--- src/rtl/sync_fifo.sv ---
`default_nettype none
// ============================================================================
// Module   : sync_fifo
// Purpose  : Single-clock FIFO with registered read data and full/empty flags.
//            Optional status outputs (count, sticky overflow/underflow) are
//            built in when SYNC_FIFO_STATUS_EN is defined.
// Revision : 1.0 - initial release
// ============================================================================
module sync_fifo #(
  parameter int depth = 8,
  parameter int width = 8
) (
  input  logic                       clk_i,
  input  logic                       reset_i,
  input  logic [width-1:0]           din_i,
  input  logic                       wr_en_i,
  input  logic                       rd_en_i,
  output logic [width-1:0]           dout_o,
  output logic                       full_o,
`ifdef SYNC_FIFO_STATUS_EN
  output logic [$clog2(depth):0]     count_o,
  output logic                       overflow_o,
  output logic                       underflow_o,
`endif
  output logic                       empty_o
);

  localparam int AW = $clog2(depth);

  logic [width-1:0] mem_q [depth];
  logic [AW:0]      wptr_q, wptr_d;
  logic [AW:0]      rptr_q, rptr_d;
  logic [width-1:0] dout_q, dout_d;
  logic             w_wr_ok;
  logic             w_rd_ok;

  // Flags decode the registered pointers only; the extra MSB separates full from empty.
  assign empty_o = (wptr_q == rptr_q);
  assign full_o  = (wptr_q[AW-1:0] == rptr_q[AW-1:0]) && (wptr_q[AW] != rptr_q[AW]);

  assign w_rd_ok = rd_en_i && !empty_o;
  assign w_wr_ok = wr_en_i && (!full_o || w_rd_ok);

  always_comb begin
    wptr_d = wptr_q;
    rptr_d = rptr_q;
    dout_d = dout_q;
    if (w_wr_ok) begin
      wptr_d = wptr_q + 1'b1;
    end
    if (w_rd_ok) begin
      rptr_d = rptr_q + 1'b1;
      dout_d = mem_q[rptr_q[AW-1:0]];
    end
  end

  always_ff @(posedge clk_i or posedge reset_i) begin
    if (reset_i) begin
      wptr_q <= '0;
      rptr_q <= '0;
      dout_q <= '0;
    end else begin
      wptr_q <= wptr_d;
      rptr_q <= rptr_d;
      dout_q <= dout_d;
    end
  end

  // Storage is deliberately not reset; reset pointers make old contents unreachable.
  always_ff @(posedge clk_i) begin
    if (w_wr_ok) begin
      mem_q[wptr_q[AW-1:0]] <= din_i;
    end
  end

  assign dout_o = dout_q;

`ifdef SYNC_FIFO_STATUS_EN
  logic overflow_q, overflow_d;
  logic underflow_q, underflow_d;

  always_comb begin
    overflow_d  = overflow_q  || (wr_en_i && !w_wr_ok);
    underflow_d = underflow_q || (rd_en_i && empty_o);
  end

  always_ff @(posedge clk_i or posedge reset_i) begin
    if (reset_i) begin
      overflow_q  <= 1'b0;
      underflow_q <= 1'b0;
    end else begin
      overflow_q  <= overflow_d;
      underflow_q <= underflow_d;
    end
  end

  assign count_o     = wptr_q - rptr_q;
  assign overflow_o  = overflow_q;
  assign underflow_o = underflow_q;
`endif

endmodule
`default_nettype wire

--- config.mk ---
export PLATFORM = sky130hd
export DESIGN_NAME = sync_fifo
export DESIGN_NICKNAME = d
export VERILOG_FILES = /design/src/rtl/sync_fifo.sv
export SDC_FILE = /design/constraint.sdc
export NUM_CORES = 1
export LEC_CHECK = 0
export ABC_CLOCK_PERIOD_IN_PS = 6900
export BUFFER_PORTS_ARGS = -buffer_cell sky130_fd_sc_hd__buf_2
export CORE_MARGIN = 4
export CORE_UTILIZATION = 35
export DETAILED_ROUTE_END_ITERATION = 12
export GPL_ROUTABILITY_DRIVEN = 0
export PLACE_DENSITY = 0.63
export SLEW_MARGIN = 25
export SYNTH_ARGS = -nofsm -noshare
export SYNTH_HDL_FRONTEND = slang
export SYNTH_SLANG_ARGS = --single-unit
export TNS_END_PERCENT = 30
--- constraint.sdc ---
create_clock -name clk_i -period 6.9 [get_ports clk_i]
set_clock_uncertainty 0.15 [all_clocks]
set_input_delay 1.035 -clock clk_i [delete_from_list [all_inputs] [get_ports clk_i]]
set_output_delay 1.035 -clock clk_i [all_outputs]
set_load 0.01 [all_outputs]
==> results.sh <==
export IMPL_hp_class="reg2reg"
export IMPL_setup_viol=0
export IMPL_hold_viol=0
export IMPL_r2r_start="rptr_q[1]"
export IMPL_maxCapViolCount=0
export IMPL_drc=0
export IMPL_place_ws_ps=3850
export IMPL_clock_sinks=80
export IMPL_synthAdderAreaFrac=0.00770
export IMPL_vias=1479
export IMPL_synth_xor_area_frac=0.0366
export IMPL_crit_fanout=20
export IMPL_insertion_delay_ps=340
export IMPL_relSlewSlack=0.406
export IMPL_antenna_found_initial=0
export IMPL_rsz0062_at_grt="no"
export IMPL_ys_seq_elements=80
export IMPL_grt_max_degree=21
export IMPL_routed_wl_mm=5.58
export IMPL_vdd_ir_drop_max_v=0.000108
export IMPL_grt_first_pass_wirelength_mm=9.09
export IMPL_diodes=0
export IMPL_cpPeakStageDelay_ps=920
export IMPL_die_y_um=104
export IMPL_synth_nets=186
export IMPL_overflow=0
export IMPL_final_util=0.409
export IMPL_synth_seq_area_share=0.715
export IMPL_critPathKind="reg2out"
export IMPL_nFillCells=813
export IMPL_fin_crit_sh=0.457
export IMPL_cts_hold_buf=0
export IMPL_clockBufferDepth=2
export IMPL_postCtsSetupBuffers=0
export IMPL_crit_slowest_cell="dfrtp_1"
export IMPL_cts_htree_levels=3
export IMPL_post_cts_resized=0
export IMPL_crit_chain="xnor2_1 -> nand4_2 -> inv_1 -> buf_2"
export IMPL_drive_above_1_share=0.292
export IMPL_clkTransAtPathRegs_ps=70
export IMPL_synth_warnings=0
export IMPL_cp_required_ps=5710
export IMPL_ioPinCount=22
export IMPL_rows=34
export IMPL_firstDrtPassIters=4
export IMPL_final_net_count=211
export IMPL_syn_cell_area_mm2=0.00325
export IMPL_synthDistinctLibCells=29
export IMPL_total_leakage_power_uw=0.00131
export IMPL_synth_top_family_by_area="multiplexers"
export IMPL_area_growth_pct=11.9
export IMPL_synth_simple_gate_area_frac=0.0381
export IMPL_track_usage=0.113
export IMPL_drtIter0Drc=63
export IMPL_timing_final_crit_period_ps=3150
export IMPL_arrival_ps=1970
export IMPL_fmax_ghz=0.317
export IMPL_final_max_slew_viol_count=0
export IMPL_hp_start="dout_o[6]"
export IMPL_cts_root_buf="clkbuf_8"
export IMPL_synthMuxAreaShare=0.151
export IMPL_final_antenna_net_count=0
export IMPL_startpoint="rptr_q[1]"
export IMPL_place_detailed_hpwl_mm=3.61
export IMPL_fin_tns_setup_ps=0
export IMPL_tightest_slew_ps=888
export IMPL_start_kind="flip-flop"
export IMPL_syn_area_per_cell_um2=18.9
export IMPL_synth_compound_gate_area_share=0.0266
export IMPL_io_buffers=21
export IMPL_run_status="finished clean"
export IMPL_cts_tree="built"
export IMPL_design_core_area_mm2=0.00889
export IMPL_p_per_area_mw_per_mm2=404
export IMPL_avgRoutedWirePerCell_um=18.0
export IMPL_endpoint_kind="output pin"
export IMPL_fin_ws_ps=3750
export IMPL_grt_pass1_vias=1592
export IMPL_cts_inserted_buffers=9
export IMPL_die_w_um=104
export IMPL_vias_per_cell=4.77
export IMPL_die_area_mm2=0.0109
export IMPL_synth_cells=172
export IMPL_initial_core_util=0.365
[final cells by class]
class,count,area (um^2),share of cell area
inverters,5,18.8,0.00516
well taps,108,135,0.0372
flip-flops and latches,80,2320,0.639
multi-input cells,78,873,0.240
repair buffers,23,120,0.0330
clock buffers,12,145,0.0399
clock inverters,4,21.3,0.00585
[kinds of logic after synthesis]
group	after synthesis
AND/OR/NAND/NOR	26
buffers and inverters	14
adder cells (fa/ha/maj)	2
flip-flops	80
XOR/XNOR	11
AO/OA/AOI/OAI	13
multiplexers	26
[cell usage after synthesis (all sizes together)]
cell type | count | area share
nand3 | 2 | 0.0031
xor2 | 3 | 0.010
nor4 | 1 | 0.0019
xnor2 | 8 | 0.026
nor3 | 4 | 0.0062
o21ai | 10 | 0.019
nand2b | 2 | 0.0038
a41o | 1 | 0.0031
nand4 | 1 | 0.0038
o211ai | 2 | 0.0046
dfrtp | 16 | 0.12
mux4 | 16 | 0.12
edfxtp | 64 | 0.59
mux2 | 2 | 0.0092
nand2 | 10 | 0.012
buf | 9 | 0.020
ha | 2 | 0.0077
mux2i | 8 | 0.025
nor2 | 6 | 0.0077
inv | 5 | 0.0058
[metrics by stage]
step                cell area (um^2)  hold WS, ps  total power [uW]  std cells
detailed placement              3460          319              1190        294
CTS                             3620          337              1490        310
global route                    3640          364              1570        310
floorplan                       3250          364              1080        172
finish                          3640          333              1470        310
global placement                3450          309              1180        294
[report_power, final]
| part | internal [uW] | switching [uW] | leakage, uW |
|---|---|---|---|
| sequential | 629 | 106 | 0.000772 |
| clock | 138 | 154 | 0.0000838 |
| combinational | 228 | 213 | 0.000452 |
| total | 996 | 473 | 0.00131 |
[final timing paths]
check	cells after the start	slack, ps	endpoint
worst min register to register	2	330	dout_o[6]
worst min-delay path	2	330	dout_o[6]
max in group asynchronous	2	5560	dout_o[0]
worst max register to register	4	4080	mem_q[5][1]
min in group asynchronous	2	620	dout_o[3]
worst max-delay path	4	3750	full_o
[layout by cell type (no fill, tap or decap), types with 3 or more instances in the layout]
cell and n:
o21ai_0 8, mux4_2 11, clkbuf_8 10, buf_2 21, nor3_2 3, nor2_1 5, mux2i_1 8, nand2_1 10
edfxtp_1 64, dfrtp_1 16, inv_1 5, xnor2_1 6, mux4_1 5
[per-layer routing]
metal / track usage / routed length (um)
met4: 0.0342 / 76
met3: 0.0403 / 306
met1: 0.145 / 2460
met2: 0.180 / 2740
met5: 0 / 0
[critical path, delay by kind of cell (launching register included)]
kind	cells	cell delay, ps
buf+inv	2	210
simple gates	1	240
xor+xnor	1	260
flops	1	920
[state kept, by name (all words and copies together) (netlist names)]
name,count
mem_q,64
dout_o,8
rptr_q,4
wptr_q,4
Note: power is estimated with default switching activity, not from simulation.
